## src/rtl/adpll_lock_ctrl.sv

```systemverilog
// ----------------------------------------------------------------------------
// adpll_lock_ctrl
//
// Channel-acquisition sequencer for the ADPLL. After enable it powers up the
// DCO/TDC, waits a fixed power-up interval and then walks the DCO capacitor
// banks through three tuning phases (PVT on the large bank, ACQ on the medium
// bank, TRK on the small bank). Each phase is left once |phase_err| has stayed
// under that phase's threshold for SETTLE_CYC consecutive cycles, or aborted
// to FAIL after TIMEOUT_CYC cycles. In LOCKED it watches for LOSS_CYC
// consecutive large errors and falls back to ACQ.
//
// Ports
//   clk            in   reference clock, rising edge
//   rst            in   synchronous active-high reset
//   en_i           in   ADPLL enable
//   mode_i         in   [1:0] PD=0, TEST=1, RX=2, TX=3
//   phase_err_i    in   [PHE_W-1:0] signed phase error, valid every cycle
//   dco_pd_o       out  DCO power-down
//   tdc_pd_o       out  TDC power-down
//   tdc_pd_inj_o   out  TDC injection power-down
//   bank_en_o      out  [2:0] one-hot bank enable, [2]=L [1]=M [0]=S
//   channel_lock_o out  lock achieved
//   lock_lost_o    out  one-cycle pulse on loss of lock
//   fail_o         out  a tuning phase timed out
//   state_o        out  [2:0] current state code (debug)
// ----------------------------------------------------------------------------
module adpll_lock_ctrl #(
    parameter int PHE_W       = 12,
    parameter int PWRUP_CYC   = 16,
    parameter int SETTLE_CYC  = 32,
    parameter int TH_PVT      = 512,
    parameter int TH_ACQ      = 64,
    parameter int TH_TRK      = 8,
    parameter int TH_LOSS     = 128,
    parameter int LOSS_CYC    = 4,
    parameter int TIMEOUT_CYC = 4096
) (
    input  logic                    clk,
    input  logic                    rst,
    input  logic                    en_i,
    input  logic [1:0]              mode_i,
    input  logic signed [PHE_W-1:0] phase_err_i,
    output logic                    dco_pd_o,
    output logic                    tdc_pd_o,
    output logic                    tdc_pd_inj_o,
    output logic [2:0]              bank_en_o,
    output logic                    channel_lock_o,
    output logic                    lock_lost_o,
    output logic                    fail_o,
    output logic [2:0]              state_o
);

    // ------------------------------------------------------------------
    // Constants
    // ------------------------------------------------------------------
    localparam logic [1:0] MODE_PD   = 2'd0;
    localparam logic [1:0] MODE_TEST = 2'd1;

    // All counters share one width, sized for the largest count.
    localparam int MAX_AB  = (PWRUP_CYC > SETTLE_CYC) ? PWRUP_CYC : SETTLE_CYC;
    localparam int MAX_CD  = (TIMEOUT_CYC > LOSS_CYC) ? TIMEOUT_CYC : LOSS_CYC;
    localparam int CNT_MAX = (MAX_AB > MAX_CD) ? MAX_AB : MAX_CD;
    localparam int CNT_W   = $clog2(CNT_MAX + 1);

    // A counter holding N-1 in the current cycle means this is the Nth
    // cycle of the condition, so the transition is taken on that edge.
    localparam logic [CNT_W-1:0] PWRUP_LAST   = CNT_W'(PWRUP_CYC - 1);
    localparam logic [CNT_W-1:0] SETTLE_LAST  = CNT_W'(SETTLE_CYC - 1);
    localparam logic [CNT_W-1:0] TIMEOUT_LAST = CNT_W'(TIMEOUT_CYC - 1);
    localparam logic [CNT_W-1:0] LOSS_LAST    = CNT_W'(LOSS_CYC - 1);

    localparam logic [PHE_W-1:0] PHE_MIN = {1'b1, {(PHE_W-1){1'b0}}};
    localparam logic [PHE_W-1:0] PHE_MAX = {1'b0, {(PHE_W-1){1'b1}}};

    typedef enum logic [2:0] {
        ST_OFF    = 3'd0,
        ST_PWRUP  = 3'd1,
        ST_PVT    = 3'd2,
        ST_ACQ    = 3'd3,
        ST_TRK    = 3'd4,
        ST_LOCKED = 3'd5,
        ST_TESTM  = 3'd6,
        ST_FAIL   = 3'd7
    } state_t;

    // ------------------------------------------------------------------
    // Registers
    // ------------------------------------------------------------------
    state_t           state_q, state_d;
    logic [1:0]       mode_prev_q;
    logic [CNT_W-1:0] tmo_q, tmo_d;        // time-in-state (power-up and timeout)
    logic [CNT_W-1:0] settle_q, settle_d;  // consecutive in-threshold cycles
    logic [CNT_W-1:0] loss_q, loss_d;      // consecutive over-loss-threshold cycles

    logic       dco_pd_q, dco_pd_d;
    logic       tdc_pd_q, tdc_pd_d;
    logic       tdc_pd_inj_q, tdc_pd_inj_d;
    logic [2:0] bank_en_q, bank_en_d;
    logic       channel_lock_q, channel_lock_d;
    logic       lock_lost_q, lock_lost_d;
    logic       fail_q, fail_d;

    // ------------------------------------------------------------------
    // Phase-error magnitude, saturating so the most negative code does not
    // alias to itself and look small.
    // ------------------------------------------------------------------
    logic [PHE_W-1:0] phe_u;
    logic [PHE_W-1:0] absphe;

    assign phe_u = phase_err_i;

    always_comb begin
        absphe = phe_u;
        if (phe_u == PHE_MIN) begin
            absphe = PHE_MAX;
        end else if (phe_u[PHE_W-1]) begin
            absphe = ~phe_u + PHE_W'(1);
        end
    end

    // ------------------------------------------------------------------
    // Per-bank settle comparisons, indexed like bank_en: [2]=PVT threshold,
    // [1]=ACQ threshold, [0]=TRK threshold. The active tuning bank selects
    // which comparison counts.
    // ------------------------------------------------------------------
    logic [2:0] below_th;
    logic [2:0] tune_sel;
    logic       in_th;
    logic       over_loss;

    genvar gi;
    generate
        for (gi = 0; gi < 3; gi++) begin : g_th
            localparam int TH = (gi == 2) ? TH_PVT : ((gi == 1) ? TH_ACQ : TH_TRK);
            assign below_th[gi] = (absphe < PHE_W'(TH));
        end
    endgenerate

    always_comb begin
        tune_sel = 3'b000;
        case (state_q)
            ST_PVT:  tune_sel = 3'b100;
            ST_ACQ:  tune_sel = 3'b010;
            ST_TRK:  tune_sel = 3'b001;
            default: tune_sel = 3'b000;
        endcase
    end

    assign in_th     = |(tune_sel & below_th);
    assign over_loss = (absphe > PHE_W'(TH_LOSS));

    // ------------------------------------------------------------------
    // Transition conditions
    // ------------------------------------------------------------------
    logic active;
    logic mode_chg;
    logic pwrup_done;
    logic settle_done;
    logic tmo_done;
    logic loss_done;

    assign active      = en_i && (mode_i != MODE_PD);
    assign mode_chg    = (state_q != ST_OFF) && (mode_i != mode_prev_q);
    assign pwrup_done  = (tmo_q >= PWRUP_LAST);
    assign settle_done = in_th && (settle_q >= SETTLE_LAST);
    assign tmo_done    = (tmo_q >= TIMEOUT_LAST);
    assign loss_done   = over_loss && (loss_q >= LOSS_LAST);

    // ------------------------------------------------------------------
    // Next-state logic
    // ------------------------------------------------------------------
    logic restart;  // mode change re-enters PWRUP even when already there

    always_comb begin
        state_d     = state_q;
        restart     = 1'b0;
        lock_lost_d = 1'b0;
        if (!active) begin
            state_d = ST_OFF;
        end else if (mode_chg) begin
            state_d = ST_PWRUP;
            restart = 1'b1;
        end else begin
            case (state_q)
                ST_OFF: state_d = ST_PWRUP;
                ST_PWRUP: begin
                    if (pwrup_done) begin
                        state_d = (mode_i == MODE_TEST) ? ST_TESTM : ST_PVT;
                    end
                end
                // Settle is checked first so it wins a tie with timeout.
                ST_PVT: begin
                    if (settle_done)   state_d = ST_ACQ;
                    else if (tmo_done) state_d = ST_FAIL;
                end
                ST_ACQ: begin
                    if (settle_done)   state_d = ST_TRK;
                    else if (tmo_done) state_d = ST_FAIL;
                end
                ST_TRK: begin
                    if (settle_done)   state_d = ST_LOCKED;
                    else if (tmo_done) state_d = ST_FAIL;
                end
                ST_LOCKED: begin
                    if (loss_done) begin
                        state_d     = ST_ACQ;
                        lock_lost_d = 1'b1;
                    end
                end
                ST_TESTM: state_d = ST_TESTM;
                ST_FAIL:  state_d = ST_FAIL;
                default:  state_d = ST_OFF;
            endcase
        end
    end

    // ------------------------------------------------------------------
    // Counter next values: all clear on any state entry, otherwise count
    // with saturation.
    // ------------------------------------------------------------------
    function automatic logic [CNT_W-1:0] sat_inc(input logic [CNT_W-1:0] v);
        return (v == {CNT_W{1'b1}}) ? v : v + CNT_W'(1);
    endfunction

    logic enter;
    assign enter = restart || (state_d != state_q);

    always_comb begin
        tmo_d    = '0;
        settle_d = '0;
        loss_d   = '0;
        if (!enter) begin
            tmo_d    = sat_inc(tmo_q);
            settle_d = in_th ? sat_inc(settle_q) : '0;
            loss_d   = over_loss ? sat_inc(loss_q) : '0;
        end
    end

    // ------------------------------------------------------------------
    // Output decode from the next state, so the registered outputs always
    // line up with state_q.
    // ------------------------------------------------------------------
    always_comb begin
        dco_pd_d       = 1'b1;
        tdc_pd_d       = 1'b1;
        tdc_pd_inj_d   = 1'b1;
        bank_en_d      = 3'b000;
        channel_lock_d = 1'b0;
        fail_d         = 1'b0;
        case (state_d)
            ST_OFF: ;
            ST_PWRUP: begin
                dco_pd_d     = 1'b0;
                tdc_pd_d     = (mode_i == MODE_TEST);
                tdc_pd_inj_d = (mode_i == MODE_TEST);
            end
            ST_TESTM: dco_pd_d = 1'b0;
            ST_PVT, ST_ACQ, ST_TRK, ST_LOCKED: begin
                dco_pd_d     = 1'b0;
                tdc_pd_d     = 1'b0;
                tdc_pd_inj_d = 1'b0;
                case (state_d)
                    ST_PVT:  bank_en_d = 3'b100;
                    ST_ACQ:  bank_en_d = 3'b010;
                    default: bank_en_d = 3'b001;
                endcase
                channel_lock_d = (state_d == ST_LOCKED);
            end
            ST_FAIL: begin
                dco_pd_d     = 1'b0;
                tdc_pd_d     = 1'b0;
                tdc_pd_inj_d = 1'b0;
                fail_d       = 1'b1;
            end
            default: ;
        endcase
    end

    // ------------------------------------------------------------------
    // State, counters and output registers
    // ------------------------------------------------------------------
    always_ff @(posedge clk) begin
        if (rst) begin
            state_q        <= ST_OFF;
            mode_prev_q    <= MODE_PD;
            tmo_q          <= '0;
            settle_q       <= '0;
            loss_q         <= '0;
            dco_pd_q       <= 1'b1;
            tdc_pd_q       <= 1'b1;
            tdc_pd_inj_q   <= 1'b1;
            bank_en_q      <= 3'b000;
            channel_lock_q <= 1'b0;
            lock_lost_q    <= 1'b0;
            fail_q         <= 1'b0;
        end else begin
            state_q        <= state_d;
            mode_prev_q    <= mode_i;
            tmo_q          <= tmo_d;
            settle_q       <= settle_d;
            loss_q         <= loss_d;
            dco_pd_q       <= dco_pd_d;
            tdc_pd_q       <= tdc_pd_d;
            tdc_pd_inj_q   <= tdc_pd_inj_d;
            bank_en_q      <= bank_en_d;
            channel_lock_q <= channel_lock_d;
            lock_lost_q    <= lock_lost_d;
            fail_q         <= fail_d;
        end
    end

    assign dco_pd_o       = dco_pd_q;
    assign tdc_pd_o       = tdc_pd_q;
    assign tdc_pd_inj_o   = tdc_pd_inj_q;
    assign bank_en_o      = bank_en_q;
    assign channel_lock_o = channel_lock_q;
    assign lock_lost_o    = lock_lost_q;
    assign fail_o         = fail_q;
    assign state_o        = state_q;

endmodule

```

## config.mk

```make
export PLATFORM = sky130hd
export DESIGN_NAME = adpll_lock_ctrl
export DESIGN_NICKNAME = d
export VERILOG_FILES = /design/src/rtl/adpll_lock_ctrl.sv
export SDC_FILE = /design/constraint.sdc
export NUM_CORES = 1
export LEC_CHECK = 0
export BUFFER_PORTS_ARGS = -buffer_cell sky130_fd_sc_hd__buf_4
export CORE_ASPECT_RATIO = 0.75
export CORE_MARGIN = 1
export CORE_UTILIZATION = 49
export DETAILED_ROUTE_END_ITERATION = 7
export GPL_TIMING_DRIVEN = 0
export PLACE_DENSITY = 0.69
export SETUP_SLACK_MARGIN = 0.1
export SYNTH_ARGS = -nofsm -noshare
export SYNTH_HDL_FRONTEND = slang
export SYNTH_SLANG_ARGS = --single-unit
```

## constraint.sdc

```tcl
create_clock -name clk -period 3.3 [get_ports clk]
set_input_delay 0.165 -clock clk [delete_from_list [all_inputs] [get_ports clk]]
set_output_delay 0.165 -clock clk [all_outputs]
set_load 0.05 [all_outputs]
```

* Word-level counts from Yosys, hierarchy flattened
Cells that the tools add are included.
** Operators by class
- Add/subtract/negate cells :: 4
- $mul :: 0
- Divide/modulo/power cells :: 0
- $lt $le $gt $ge :: 8
- Equality and inequality tests :: 21
- Shifts and indexed selects :: 0
- Mux-type cells :: 20
- Bitwise logic cells :: 7
- Reduce and logical (&&, ||, !) cells :: 17
** Operators with widths (count)
- 13-bit by 1-bit adder with 13-bit output, second input constant :: 3
- 13-bit equality test, second input constant :: 3
- 3-bit two-way mux :: 9
- 3-bit equality test, second input constant :: 8
- 12-bit two-way mux :: 2
- 3-bit one-hot mux with 8 select lines :: 1
- 13-bit by 12-bit >= comparator with 1-bit output, second input constant :: 1
- 13-bit by 2-bit >= comparator with 1-bit output, second input constant :: 1
- 13-bit by 4-bit >= comparator with 1-bit output, second input constant :: 1
- 13-bit by 5-bit >= comparator with 1-bit output, second input constant :: 1
- 12-bit by 1-bit adder with 12-bit output, second input constant :: 1
- 12-bit equality test, second input constant :: 1
- 3-bit by 2-bit equality test with 1-bit output, second input constant :: 4
- 12-bit by 8-bit > comparator with 1-bit output, second input constant :: 1
- 12-bit by 10-bit < comparator with 1-bit output, second input constant :: 1
- 12-bit by 4-bit < comparator with 1-bit output, second input constant :: 1
- 12-bit by 7-bit < comparator with 1-bit output, second input constant :: 1
- 12-bit inverter :: 1
- 3-bit one-hot mux with 3 select lines :: 1
- 3-bit OR reduction :: 3
- 4-bit OR reduction :: 2
- 7-bit OR reduction :: 1
- 3-bit by 1-bit equality test with 1-bit output, second input constant :: 2
- 3-bit one-hot mux with 2 select lines :: 1
- 14 further kinds :: 26
** Storage, ports and cells
- Register bits after elaboration :: 52
- Bits in latches :: 0
- RAM bits :: 0
- Memory bits (read-only) :: 0
- Output and inout port bits :: 12
- Logic and storage cells :: 88
- Memories kept :: 0

* Logic depth before layout (Yosys ltp)
Gate-level depths: netlist of the first run.
- Depth in word-level cells :: 16
- Depth in mapped cells :: 14
- Gate-level depth less buffers :: 12

* Least setup slack after synthesis of the first run
No wires, ideal clock.
- Path kind :: input to register
- Start :: input port phase_err_i[0]
- End :: register loss_q[10]
- Data arrival time :: 3062 ps
- Slack :: 100 ps
- Stages on the path :: 14
- Path buffers :: 3
- Cells stage by stage :: inv_1 > ha_1 > clkbuf_1 > or4b_2 > nor4_1 > a311oi_1 > or3_1 > a211o_1 > and2_4 > o211a_1 > buf_6 > o2111ai_4 > buf_6 > nor3_2
** On the way
- Longest elaborated chain between the ends :: 15
- Elaborated cells between the ends (all ways) :: 24
- Classes of those cells :: add/sub: 1; order compare: 4; eq/ne: 2; mux: 9; bitwise: 3; reduce/logical: 5
** Ends and longest elaborated chain
- start, declared :: RTL line 42 : input logic signed [PHE_W-1:0] phase_err_i,
- 12-bit inverter :: RTL line 117 : absphe = ~phe_u + PHE_W'(1);
- 12-bit by 1-bit adder with 12-bit output :: RTL line 117
- 12-bit two-way mux :: RTL line 116 : end else if (phe_u[PHE_W-1]) begin
- 12-bit two-way mux (*) :: RTL line 114 : if (phe_u == PHE_MIN) begin
- 12-bit by 4-bit < comparator with 1-bit output (tied with other cells) :: RTL line 135 : assign below_th[gi] = (absphe < PHE_W'(TH));
- 3-bit bitwise AND :: RTL line 149 : assign in_th = |(tune_sel & below_th);
- 3-bit OR reduction :: RTL line 149
- 1-bit logical AND :: RTL line 165 : assign settle_done = in_th && (settle_q >= SETTLE_LAST);
- 3-bit two-way mux (on tied branches) :: RTL line 201, 193, 197
- 3-bit one-hot mux with 8 select lines :: RTL line 184 : case (state_q)
- 3-bit two-way mux :: RTL line 180 : end else if (mode_chg) begin
- 3-bit two-way mux :: RTL line 178 : if (!active) begin
- 3-bit inequality test :: RTL line 226 : assign enter = restart || (state_d != state_q);
- 1-bit logical OR :: RTL line 226
- 3-bit OR reduction (no source line) (*)
- end signal, assigned :: RTL line 301 : loss_q <= loss_d;
- end, declared :: RTL line 93 : logic [CNT_W-1:0] loss_q, loss_d;
Mark *: on every way between the ends. The rest lies on a longest branch, timed or not.
A chain may end at the register's enable or synchronous reset.

* Worst setup path after layout of the first run
- Start :: input port phase_err_i[3]
- End :: register loss_q[0]
The elaborated chain is that of the path after synthesis.

==> summary.txt, run 1 <==
Pwr
  • Power Total: 1.17 mW
  • Peak supply drop: 219 uV
  • PD cells: approximately 350 nW/um^2
  • Leak: 1.21 nW

Detailed routing
  • Residual DRC: 0
  • DR vias: roughly 2,500
  • DR vias/cell: 5.50
  • Routed Antenna Nets: 0
  • DR pass1 iterations: 4
  • Routed wire per std cell: 13.0 microns
  • Iter 0 DRT Violations: around 140
  • Detailed Route WL: 5.90 mm

GRT
  • Antenna violations before repair: 0
  • Grt total ovfl: 0
  • Vias in the first global route: 2,080
  • Gr usage total: 0.197
  • Largest net degree at the start of global routing: 17
  • First-pass GRT wire length: about 9.6 mm

Yosys
  • Count of cell types in the netlist: 62
  • Asr flop ratio synth: 0
  • Most used flip-flop cell after synthesis: dfxtp_1
  • Post-synthesis sequential area ratio: 0.367
  • Synth warn: 0
  • Netlist Area Pre-Place: about 2800 sq um
  • Post-synth EDFFs: 0
  • Seq cells post-synth: 52
  • Gate Count Post-Synth: between 300 and 400
  • Syn_area_per_cell: 8.55 sq um

Setup path
  • Max stage delay cell, worst path: or4b_4
  • Cell mode on critical path: buf_4
  • CP Data Arrival Time: 3.32 ns
  • Critical path class: input port to register
  • Crit path largest cell delay: 0.56 ns
  • CP startpoint kind: input port
  • Crit end category: register
  • Worst EP required: 3.53 ns
  • Crit-path cells: buf_4 > or3_1 > buf_2 > or4b_4 > a221oi_4 > nand2_2 > o21a_1 > o31ai_4 > o211a_1 > buf_6 > o2111ai_4 > buf_4 > nor3_1
  • CP Max Fanout: 9

Final layout
  • Syn-to-layout area delta: 18.3%
  • Final cell count without fillers: 452
  • Post-route cell area: 3360 sq um
  • Final core occ: 0.614
  • Layout cells sized above 1: 0.191
  • Ant. Diodes: 0
  • # nets final: slightly below 400

STA
  • Fmax: ~320 MHz
  • Final Hold Viols: 0
  • Relative slew slack: 0.420
  • Final setup margin: between 0.2 and 0.25 ns
  • # setup viols final: 0
  • Post-layout min period: 3.08 ns
  • Final clock skew: approximately 0.006 ns
  • Final period utilization: 0.934
  • RSZ-0062 raised after global routing: false
  • Worst slew pin tran: 0.863 ns
  • Slew Viols, Final: 0
  • Hold slack: 0.0588 ns
  • Total Neg Setup Slack: 0 ns

Placed design
  • Dpl ws: -0.392 ns
  • # port buffers: 28
  • Gpl congestion: 0.858
  • DP HPWL: 4.44 mm
  • Placed Area: roughly 3200 sq um
  • Placed insts: about 440

Min path
  • Hold Crit Class: input port to register

Die
  • Die Span Y: 67.9 microns
  • Die span in x: 89.9 microns
  • Core box area: approximately 5500 sq um
  • Starting Density: 0.519
  • Boundary Pins: 29
  • Die footprint: 6100 sq um
  • FP Rows: 23

Clock network
  • Clock slew at reported path FFs: 0.09 ns
  • Clock root cell: clkbuf_8
  • H-tree depth: 2
  • Post-CTS Hold Buffers: 0
  • Clk buf depth: 2
  • Clk Latency, worst-skew pair: approximately 0.30 ns
  • CTS tree: done
  • CTS Buf Count: 5
  • TritonCTS Sinks: 52

Flow run
  • Max_cap viols: 0

Status
  • Status: finished clean
-- power by group --
group	internal (mW)	switching (mW)	total (mW)
Combinational	0.0613	0.0857	0.147
Clock	0.172	0.203	0.374
Sequential	0.640	0.0105	0.651
-- final cells by class --
cell class | instances | area, sq um
Buffer | 11 | 76.3
Clock buffer | 6 | 82.6
Clock inverter | 2 | 13.8
Fill cell | 503 | 2110
Inverter | 8 | 30.0
Multi-Input combinational cell | 268 | 1790
Sequential cell | 52 | 1040
Tap cell | 75 | 93.8
Timing Repair Buffer | 30 | 225
-- synth_stat cells (all sizes together), types with 5 or more instances --
master | count | area share
buf | 5 | 0.016
nor2 | 38 | 0.050
nand2b | 6 | 0.013
nand2 | 25 | 0.034
o211ai | 6 | 0.018
a21oi | 10 | 0.019
or3 | 7 | 0.015
nor3 | 26 | 0.058
o21ai | 9 | 0.016
nor4 | 18 | 0.040
xnor2 | 12 | 0.037
dfxtp | 52 | 0.37
inv | 8 | 0.011
nand4 | 9 | 0.020
nand3 | 16 | 0.028
clkbuf | 6 | 0.0079
nor2b | 5 | 0.011
xor2 | 13 | 0.040
-- cell usage in the layout, fill, tap and decap left out, types with 5 or more instances in the layout --
| master | count |
|---|---|
| a21oi_1 | 8 |
| xor2_1 | 13 |
| o21ai_0 | 8 |
| clkbuf_1 | 5 |
| nor4_1 | 16 |
| nand3_1 | 16 |
| nand2b_1 | 6 |
| o211ai_1 | 5 |
| inv_1 | 8 |
| nor3_2 | 7 |
| nand4_1 | 9 |
| nor3_1 | 19 |
| conb_1 | 8 |
| or3_1 | 6 |
| xnor2_1 | 12 |
| clkbuf_8 | 6 |
| nand2_1 | 24 |
| buf_4 | 31 |
| dfxtp_1 | 52 |
| nor2b_1 | 5 |
| nor2_1 | 38 |
-- critical path, delay by kind of cell --
family / cells / cell delay (ns)
compound gates: 5 / 1.26
simple gates: 4 / 1.22
buf+inv: 4 / 0.67
-- routing by layer --
layer | wire length [microns] | vias to the layer above | GRT usage
li1 | - | 1293 | -
met1 | 3110 | 1141 | 0.287
met2 | 2410 | 46 | 0.293
met3 | 316 | 7 | 0.0411
met4 | 56 | 0 | 0.0625
met5 | 0 | - | 0
-- worst paths after layout --
kind | start | to | slack [ns] | cells after the start
worst max-delay path | phase_err_i[3] | loss_q[0]$_SDFFE_PP0P_ | 0.22 | 13
worst min register to register | loss_q[12]$_SDFFE_PP0P_ | loss_q[12]$_SDFFE_PP0P_ | 0.54 | 2
worst min-delay path | rst | mode_prev_q[0]$_SDFF_PP0_ | 0.06 | 2
worst max register to register | tmo_q[0]$_SDFFE_PP0P_ | loss_q[3]$_SDFFE_PP0P_ | 0.51 | 12
-- flip-flops by register name (all words and copies together), names as in the netlist --
name	count
mode_prev_q	2
settle_q	13
lock_lost_o	1
bank_en_o	3
tdc_pd_inj_o	1
fail_o	1
loss_q	13
state_o	3
dco_pd_o	1
tmo_q	13
channel_lock_o	1
-- cells by family (layout without fill, tap and decap cells) --
| kind of cell | Yosys count | in the layout | share of synthesized area |
|---|---|---|---|
| adders and majority gates | 4 | 4 | 0.0176 |
| other | 1 | 8 | 0.00132 |
| buffers and inverters | 19 | 57 | 0.0348 |
| and+or+nand+nor | 174 | 174 | 0.335 |
| AOI/OAI and AO/OA | 52 | 52 | 0.149 |
| DFF | 52 | 52 | 0.367 |
| xor gates and xnor gates | 25 | 25 | 0.0772 |
| muxes | 5 | 5 | 0.0181 |
-- repair_timing --
action	4_1_cts	5_1_grt
gates resized for setup	1	14
endpoints found under the setup margin	28	32
buffers inserted	1	1
pin swaps	1	4
(Power assumes the default switching activity.)
==> run 2, diff against run 1 <==
--- a/config.mk
+++ b/config.mk
@@ -5,12 +5,14 @@
 export SDC_FILE = /design/constraint.sdc
 export NUM_CORES = 1
 export LEC_CHECK = 0
+export ABC_AREA = 1
 export BUFFER_PORTS_ARGS = -buffer_cell sky130_fd_sc_hd__buf_4
 export CORE_ASPECT_RATIO = 0.75
 export CORE_MARGIN = 1
 export CORE_UTILIZATION = 49
 export DETAILED_ROUTE_END_ITERATION = 7
 export GPL_TIMING_DRIVEN = 0
+export MAX_ROUTING_LAYER = met4
 export PLACE_DENSITY = 0.69
 export SETUP_SLACK_MARGIN = 0.1
 export SYNTH_ARGS = -nofsm -noshare
==> run 2 against run 1 <==
Compared with the run above:
- clock skew is 0.00094 ns higher
- critical path depth rose by 4
- first-iteration DRC count is 6.6% lower
- sequential cell count did not move
- cell area down 2.3%
- register-to-register slack better by 0.19 ns
- worst setup slack better by 0.48 ns
- sequential power about the same
- critical path type is now register to register
- largest cell class unchanged
- largest power group unchanged
- highest routed layer unchanged
==> summary.txt, run 2 <==
Clock network
  • Clk Latency, worst-skew pair: 0.30 ns (about the same)
  • Post-CTS Hold Buffers: 0 (unchanged)
  • Clk buf depth: 2 (unchanged)
  • Clock root cell: clkbuf_8
  • CTS Buf Count: 5 (unchanged)
  • H-tree depth: 2 (unchanged)
  • Post-CTS Setup Inserts: 0 (-1)
  • Clock slew at reported path FFs: 0.09 ns (about the same)
  • CTS tree: done
  • Post_cts resized: 0 (-1)
  • TritonCTS Sinks: 52 (unchanged)

Yosys
  • Synth warn: 0 (unchanged)
  • Top cell type by total area after synthesis: dfxtp_1
  • Syn_area_per_cell: 7.17 sq um (-16%)
  • Post-synth EDFFs: 0 (unchanged)
  • Top cell type's share of synthesized area: 0.368 (+0.00146)
  • Asr flop ratio synth: 0 (unchanged)
  • Most frequent cell after synthesis: nor2_1
  • Gate Count Post-Synth: 394 (+19%)
  • Netlist Area Pre-Place: 2830 sq um (-0.40%)
  • Most used flip-flop cell after synthesis: dfxtp_1
  • Post-synthesis sequential area ratio: 0.368 (+0.00146)
  • Seq cells post-synth: 52 (unchanged)
  • Count of cell types in the netlist: 35 (-44%)
  • Top cells by area, synth: dfxtp_1 (37%), nor2_1 (8.6%), nand2_1 (8.1%), inv_1 (6.5%), xor2_1 (5.9%)
  • Synth cell count leaders: nor2_1 (65), nand2_1 (61), dfxtp_1 (52), inv_1 (49), nand3_1 (32)

Setup path
  • Critical path class: register to register
  • FF-to-FF setup slack: 0.70 ns (+0.19 ns)
  • CP Max Fanout: 10 (+1)
  • Worst EP required: 3.54 ns (about the same)
  • R2R Path End: loss_q[9]$_SDFFE_PP0P_
  • Reg2reg path depth: 17 (+5)
  • CP Data Arrival Time: 2.84 ns (-0.48 ns)
  • Crit end category: register
  • Critical path destination: loss_q[9]$_SDFFE_PP0P_
  • Worst flop-to-flop path startpoint: state_o[1]$_SDFF_PP0_
  • Worst Setup SP: state_o[1]$_SDFF_PP0_
  • CP startpoint kind: register

STA
  • Relative slew slack: 0.598 (+0.178)
  • RSZ-0062 raised after global routing: false
  • Total Neg Setup Slack: 0 ns (unchanged)
  • # setup viols final: 0 (unchanged)
  • Final Hold Viols: 0 (unchanged)
  • Post-layout min period: 2.60 ns (-0.484 ns)
  • Hold slack: 0.124 ns (+0.0651 ns)
  • Final period utilization: 0.787 (-0.147)
  • Worst slew pin tran: 0.599 ns (-0.264 ns)
  • Final clock skew: 0.00694 ns (+0.000942 ns)
  • Fmax: 385 MHz (+19%)
  • Slew Viols, Final: 0 (unchanged)

Final layout
  • Top flop regs: loss_q (13), settle_q (13), tmo_q (13)
  • Most frequent cells in the layout: nor2_1 (65), nand2_1 (61), dfxtp_1 (52)
  • Filler cells: 526 (+4.6%)
  • Final cell count without fillers: 510 (+13%)
  • Ant. Diodes: 0 (unchanged)
  • Final core occ: 0.603 (-0.0112)
  • Layout cells sized above 1: 0.170 (-0.0209)
  • # nets final: 456 (+15%)
  • Commonest non-fill, non-tap cell in the layout: nor2_1
  • Syn-to-layout area delta: 16.0%

Status
  • Status: finished clean

Pwr
  • PD cells: 389 nW/um^2 (+11%)
  • Power Total: 1.28 mW (+8.8%)
  • Leak: 1.42 nW (+18%)
  • Peak supply drop: 254 uV (+16%)

Die
  • Boundary Pins: 29 (unchanged)
  • Die Span Y: 67.8 microns (-0.19%)
  • Die span in x: 89.7 microns (-0.19%)
  • Die footprint: 6080 sq um (-0.39%)
  • FP Rows: 23 (unchanged)
  • Starting Density: 0.520 (+0.000676)
  • Core box area: 5440 sq um (-0.53%)

GRT
  • First-pass GRT wire length: 9.71 mm (+1.2%)
  • Vias in the first global route: 2,219 (+6.7%)
  • Antenna violations before repair: 0 (unchanged)
  • Gr usage total: 0.208 (+0.0109)
  • Largest net degree at the start of global routing: 16 (-1)
  • Grt total ovfl: 0 (unchanged)

Detailed routing
  • Detailed Route WL: 5.53 mm (-6.2%)
  • Routed Antenna Nets: 0 (unchanged)
  • DR pass1 iterations: 4 (unchanged)
  • DR vias/cell: 4.90 (-11%)
  • Iter 0 DRT Violations: 127 (-6.6%)
  • DR vias: 2,498 (+0.44%)
  • Routed wire per std cell: 10.8 microns (-17%)
  • Residual DRC: 0 (unchanged)

Min path
  • Hold Crit Class: input port to register

Flow run
  • Max_cap viols: 0 (unchanged)

Placed design
  • # port buffers: 27 (-3.6%)
  • Gpl congestion: 0.820 (-4.4%)
  • Placed insts: 503 (+14%)
  • DP HPWL: 4.38 mm (-1.4%)
==> run 2: logic make-up (layout without fill, tap and decap cells) <==
group	Yosys count	count (layout)	share of synthesized area
fa+ha+maj	4	4	0.0177
simple gates	225	225	0.383
buf+inv	55	89	0.0810
compound gates	28	28	0.0571
flops	52	52	0.368
xor+xnor	26	26	0.0806
mux	3	3	0.0111
other cells	1	8	0.00133
==> run 2: routing by layer <==
layer | share of wire | GRT usage | wire [microns]
met5 | 0 | - | 0
met1 | 0.54 | 0.268 | 2980
met4 | 0.014 | 0.0676 | 78
met2 | 0.40 | 0.331 | 2210
met3 | 0.046 | 0.0439 | 256
==> run 2: how the worst min path moves through the flow <==
stage,slack [ns],end,cells past startpoint,start
floorplan,0.29,mode_prev_q[1]$_SDFF_PP0_,2,mode_i[1]
CTS,0.12,mode_prev_q[1]$_SDFF_PP0_,3,mode_i[1]
finish,0.12,mode_prev_q[1]$_SDFF_PP0_,3,mode_i[1]
global placement,0.43,mode_prev_q[0]$_SDFF_PP0_,3,mode_i[0]
global route,0.12,mode_prev_q[1]$_SDFF_PP0_,3,mode_i[1]
detailed placement,0.43,mode_prev_q[0]$_SDFF_PP0_,3,mode_i[0]
==> run 2: power breakdown <==
| group | leakage [nW] | switching (mW) | internal (mW) |
|---|---|---|---|
| Combinational | 0.935 | 0.0792 | 0.0505 |
| Sequential | 0.424 | 0.00954 | 0.640 |
| Clock | 0.0642 | 0.197 | 0.298 |
==> run 2: metrics by stage <==
step,area [sq um],worst slack [ns]
final,3280,0.702
after global routing,3280,0.438
after CTS,3280,0.730
after detailed placement,3150,0.629
after global placement,3150,0.686
after floorplan,2850,0.810
==> run 2: area by class of cell <==
type / count / area, sq um / area share
multi-input cells: 294 / 1580 / 0.483
clock inverters: 2 / 60.1 / 0.0183
inverters: 49 / 184 / 0.0561
flip-flops and latches: 52 / 1040 / 0.318
well taps: 75 / 93.8 / 0.0286
clock buffers: 5 / 68.8 / 0.0210
plain buffers: 6 / 45.0 / 0.0137
repair buffers: 27 / 203 / 0.0618
==> run 2: critical path, cell delays in order, from the launching register on <==
cell      delay, ns
dfxtp_1        0.46
inv_1          0.16
nor2_1         0.11
inv_1          0.06
nor2_1         0.20
nand4_1        0.13
nand2_1        0.08
nand2_1        0.06
nand2_2        0.08
nand3_4        0.09
o211ai_1       0.21
nand2_1        0.19
nand2_2        0.14
nand2_1        0.07
nand2_2        0.10
nand3_2        0.13
buf_6          0.18
nor2_2         0.09
